<file path="src/rtl/matrix_row_loader.sv">
// Reads one row (A) or N rows (B) of 32-bit words from data memory, assembles
// each row into an N-word vector and publishes it with a one-cycle strobe.
module matrix_row_loader #(
  parameter int N    = 16,
  parameter int REGN = 512,
  localparam int AW  = $clog2(REGN),
  localparam int CW  = (N > 1) ? $clog2(N) : 1
) (
  input  logic              CLK,
  input  logic              RSTN,
  input  logic              START,
  input  logic              LOAD_A,
  input  logic [AW-1:0]     BASE_ADDR,
  output logic              MEM_RD,
  output logic [AW-1:0]     MEM_ADDR,
  input  logic [31:0]       MEM_RDATA,
  output logic [N*32-1:0]   MAT_IN,
  output logic              MATAB_MUX,
  output logic [CW-1:0]     SEQ_B,
  output logic              DONE_DATAB,
  output logic              LOAD_DONE,
  output logic              BUSY
);

  typedef enum logic [1:0] {IDLE, READ, DRAIN, PUBLISH} state_t;

  state_t        state_reg, state_next;
  logic [AW-1:0] base_reg;
  logic          mode_reg;
  logic [CW-1:0] rows_m1_reg;
  logic [CW-1:0] row_reg;
  logic [CW-1:0] col_reg;
  logic          rd_q_reg;
  logic [CW-1:0] col_q_reg;
  logic          matab_mux_reg;
  logic [CW-1:0] seq_b_reg;
  logic          done_datab_reg;
  logic          load_done_reg;
  logic [AW-1:0] addr_off;

  logic [31:0]   asm_buf   [N];
  logic [31:0]   asm_fwd   [N];
  logic [31:0]   mat_word_reg [N];

  always_ff @(posedge CLK or negedge RSTN) begin
    if (!RSTN) begin
      state_reg <= IDLE;
    end else begin
      state_reg <= state_next;
    end
  end

  always_comb begin
    state_next = state_reg;
    case (state_reg)
      IDLE:    if (START) state_next = READ;
      READ:    if (col_reg == CW'(N - 1)) state_next = DRAIN;
      DRAIN:   state_next = PUBLISH;
      PUBLISH: state_next = (row_reg == rows_m1_reg) ? IDLE : READ;
      default: state_next = IDLE;
    endcase
  end

  // Load context, read sequencing and the registered publish strobes.
  always_ff @(posedge CLK or negedge RSTN) begin
    if (!RSTN) begin
      base_reg       <= '0;
      mode_reg       <= 1'b0;
      rows_m1_reg    <= '0;
      row_reg        <= '0;
      col_reg        <= '0;
      rd_q_reg       <= 1'b0;
      col_q_reg      <= '0;
      matab_mux_reg  <= 1'b0;
      seq_b_reg      <= '0;
      done_datab_reg <= 1'b0;
      load_done_reg  <= 1'b0;
    end else begin
      case (state_reg)
        IDLE: begin
          if (START) begin
            base_reg    <= BASE_ADDR;
            mode_reg    <= LOAD_A;
            rows_m1_reg <= LOAD_A ? '0 : {CW{1'b1}};
            row_reg     <= '0;
            col_reg     <= '0;
          end
        end
        READ: col_reg <= col_reg + 1'b1;
        PUBLISH: begin
          if (row_reg != rows_m1_reg) begin
            row_reg <= row_reg + 1'b1;
            col_reg <= '0;
          end
        end
        default: ;
      endcase
      rd_q_reg       <= (state_reg == READ);
      col_q_reg      <= col_reg;
      done_datab_reg <= (state_reg == DRAIN);
      load_done_reg  <= (state_reg == DRAIN) && (row_reg == rows_m1_reg);
      if (state_reg == DRAIN) begin
        seq_b_reg     <= row_reg;
        matab_mux_reg <= mode_reg;
      end
    end
  end

  // The last word lands on the same edge that publishes, so forward it.
  for (genvar gi = 0; gi < N; gi++) begin : g_word
    assign asm_fwd[gi] = (rd_q_reg && (col_q_reg == CW'(gi))) ? MEM_RDATA : asm_buf[gi];

    always_ff @(posedge CLK or negedge RSTN) begin
      if (!RSTN) begin
        asm_buf[gi]      <= '0;
        mat_word_reg[gi] <= '0;
      end else begin
        asm_buf[gi] <= asm_fwd[gi];
        if (state_reg == DRAIN) mat_word_reg[gi] <= asm_fwd[gi];
      end
    end

    assign MAT_IN[gi*32 +: 32] = mat_word_reg[gi];
  end

  // row*N + col is a concatenation because N is a power of two.
  assign addr_off   = AW'({row_reg, col_reg});
  assign MEM_RD     = (state_reg == READ);
  assign MEM_ADDR   = (state_reg == READ) ? (base_reg + addr_off) : '0;
  assign BUSY       = (state_reg != IDLE);
  assign MATAB_MUX  = matab_mux_reg;
  assign SEQ_B      = seq_b_reg;
  assign DONE_DATAB = done_datab_reg;
  assign LOAD_DONE  = load_done_reg;

endmodule

</file>
<file path="config.mk">
export PLATFORM = sky130hd
export DESIGN_NAME = matrix_row_loader
export DESIGN_NICKNAME = d
export VERILOG_FILES = /design/src/rtl/matrix_row_loader.sv
export SDC_FILE = /design/constraint.sdc
export NUM_CORES = 2
export LEC_CHECK = 0
export ABC_AREA = 1
export CAP_MARGIN = 20
export CORE_UTILIZATION = 30
export DETAILED_ROUTE_END_ITERATION = 10
export GPL_TIMING_DRIVEN = 0
export PLACE_DENSITY = 0.47
export SLEW_MARGIN = 20
export SYNTH_ARGS = -nofsm -noshare
export SYNTH_HDL_FRONTEND = slang
export SYNTH_SLANG_ARGS = --single-unit
</file>
<file path="constraint.sdc">
create_clock -name CLK -period 2.9 [get_ports CLK]
set_clock_uncertainty 0.05 [all_clocks]
set_input_delay 0.87 -clock CLK [delete_from_list [all_inputs] [get_ports CLK]]
set_output_delay 0.87 -clock CLK [all_outputs]
set_load 0.01 [all_outputs]
</file>
==> flow_summary.json <==
{
  "path_clk_slew_ns": 0.06,
  "synth_area_um2": 39800,
  "finalPower_mw": 57.6,
  "start_util_pct": 30.3,
  "nNetsFinal": 5055,
  "slowest_stage": "dfrtp_2",
  "powerDensity_nw_per_um2": 1090,
  "die_y_um": 366,
  "dr.pass1.iters": 5,
  "crit_path_max_fanout": 4,
  "worst_pin_slew_ns": 0.987,
  "synth.avg_cell_area_um2": 9.35,
  "grt_max_degree": 135,
  "cts-root-buf": "clkbuf_16",
  "yosysTopAreaCell": "dfrtp_1",
  "grt_use_total_pct": 22.2,
  "maxSlewHeadroom_pct": 34.0,
  "io_pins": 575,
  "worst_path_largest_cell_delay_ns": 0.44,
  "ant_nets": 0,
  "drcViolationCount": 0,
  "power_leakage_nw": 26.5,
  "hold_viol": 0,
  "htreeDepth": 3,
  "wl_per_cell_um": 21.8,
  "die_area_um2": 134000,
  "die_w_um": 366,
  "grt_pass1_wl_um": 218000,
  "cts_tree": "built",
  "antenna_found_initial": 6,
  "outcome": "finished, violations left",
  "end_kind": "output pin",
  "r2r_setup_slack_ns": 0.18,
  "ys_ff_latch": 1057,
  "peakVddDrop_mv": 0.534,
  "rsz0062_at_grt": "true",
  "period_needed_ns": 3.19,
  "fillers": 13257,
  "grt_pass1_vias": 31237,
  "drt_iter0_drc": 2151,
  "path_cells": "ha_4, fa_2, nand3_2, nand2_4, nand2_2, a21oi_1, nor2_1, buf_2",
  "drt-vias-per-instance": 4.52,
  "dp_slack_ns": -1.02,
  "cp_data_arrival_time_ns": 2.27,
  "fmax_mhz": 314,
  "clockBufferDepth": 3,
  "crit_type": "flop to output pin",
  "final-setup-viol-count": 8,
  "syn_to_final_growth_pct": 32.9,
  "gp_congestion": 0.793,
  "dp_hpwl_um": 106000,
  "drv_cap": 0,
  "synth_area_leaders": "dfrtp_1 66%, nand2_1 16%, o21ai_0 4.2%, inv_1 3.3%, o21ai_1 2.9%",
  "required_ns": 1.98,
  "vias": 30980,
  "overflow": 0,
  "min_path_type": "input pin to asynchronous set/reset pin",
  "synth_warnings": 0,
  "numCtsBuffers": 117,
  "maxSlewViolCount": 0,
  "synth_nets": 4320,
  "syn_inst": 4259,
  "layout-drive-gt1-share_pct": 8.83,
  "wl_um": 149000,
  "clock_latency_ns": 0.74,
  "clock_sinks": 1057,
  "synth.distinct_cells": 24,
  "portBuffers": 574,
  "core-area_um2": 132000,
  "ys_seq_area_share_pct": 66.4,
  "synth_top_area_share_pct": 66.4,
  "violations": "negative setup slack",
  "cp-start-kind": "flop",
  "rows": 133,
  "fin_crit_sh_pct": 110,
  "layout_setup_ws_ns": -0.287
}
critical path, delay by kind of cell (launching register included):
family / cells / cell delay [ns]
and+or+nand+nor: 4 / 0.36
DFF: 1 / 0.44
buffers and inverters: 1 / 0.14
AOI/OAI and AO/OA: 1 / 0.08
adders and majority gates: 2 / 0.53
synth_stat cells (all sizes together):
cell type  count
o21ai        585
fa             1
nand4          2
inv          355
nor2         122
a21oi        111
ha            15
buf          118
xnor2          2
nand2       1739
dfrtp       1057
nand3         23
o21a           1
clkbuf       128
power breakdown:
part	leakage [nW]	switching, mW	total, mW	internal [mW]
Combinational	12.6	11.6	20.1	8.44
Clock	2.05	6.36	16.1	9.70
Sequential	11.9	2.61	21.5	18.8
per-layer routing:
metal  GRT usage (%)  wire length [µm]
met5               0                 0
met4            6.53              3890
met3            4.78              8540
met2            34.7             67700
met1            31.0             69200
cells by family after synthesis:
family	synth area share, %
AND/OR/NAND/NOR	18.1
XOR/XNOR	0.0440
flip-flops	66.4
buffers and inverters	5.97
AO/OA/AOI/OAI	8.95
adder cells (fa/ha/maj)	0.522
through the flow:
stage / utilization, % / std cells / TNS (ns) / area (µm²) / hold slack [ns]
global route: 40.2 / 6851 / -2.05 / 52900 / 0.126
detailed placement: 36.7 / 6608 / -463.72 / 48400 / 0.408
finish: 40.2 / 6856 / -1.32 / 52900 / 0.144
global placement: 36.3 / 6588 / - / 47800 / 0.403
floorplan: - / 4259 / 0 / 39800 / 0.386
CTS: 40.2 / 6846 / -1.71 / 52900 / 0.100
layout make-up:
cell class,instances,area (µm²),area share [%]
inverters,355,1330,2.52
clock buffers,177,3520,6.66
plain buffers,246,1130,2.14
well taps,1755,2200,4.15
diodes,5,12.5,0.0236
multi-input cells,2601,11200,21.1
flip-flops and latches,1057,26500,50.0
repair buffers,616,6480,12.2
clock inverters,44,648,1.22
what timing repair did:
action / in CTS / in global routing
gates cloned: 1 / 0
buffers inserted: 12 / 5
hold endpoints to repair: 5 / 0
setup endpoints to repair: 652 / 11
hold buffers: 4 / 0
resized for setup: 93 / 12
pin swaps: 6 / 12
path summary, 6_finish.rpt:
path / depth (start not counted) / from / endpoint
worst max-delay path: 8 / col_reg[0] / MEM_ADDR[8]
worst max register to register: 7 / state_reg[0] / MAT_IN[0]
worst min register to register: 2 / asm_buf[54] / asm_buf[54]
max in group asynchronous: 5 / RSTN / MAT_IN[379]
worst min-delay path: 2 / RSTN / MAT_IN[214]
min in group CLK: 2 / asm_buf[54] / asm_buf[54]
cell usage in the layout (no fill, tap or decap), types with 10 or more instances in the layout:
master,Yosys,routed
inv_1,351,350
clkbuf_8,0,35
clkbuf_16,0,119
nand2_2,7,10
o21ai_0,336,334
clkdlybuf4s50_1,0,562
nor2_1,114,112
nand2_1,1732,1727
buf_1,41,42
buf_4,10,27
buf_2,67,75
nand3_1,19,15
buf_16,0,21
dfrtp_1,1057,1049
o21ai_2,20,22
clkinv_2,0,18
clkbuf_1,128,102
a21oi_1,111,107
clkbuf_2,0,46
o21ai_1,229,229
bufinv_16,0,15
Note: power is estimated with default switching activity, not from simulation.
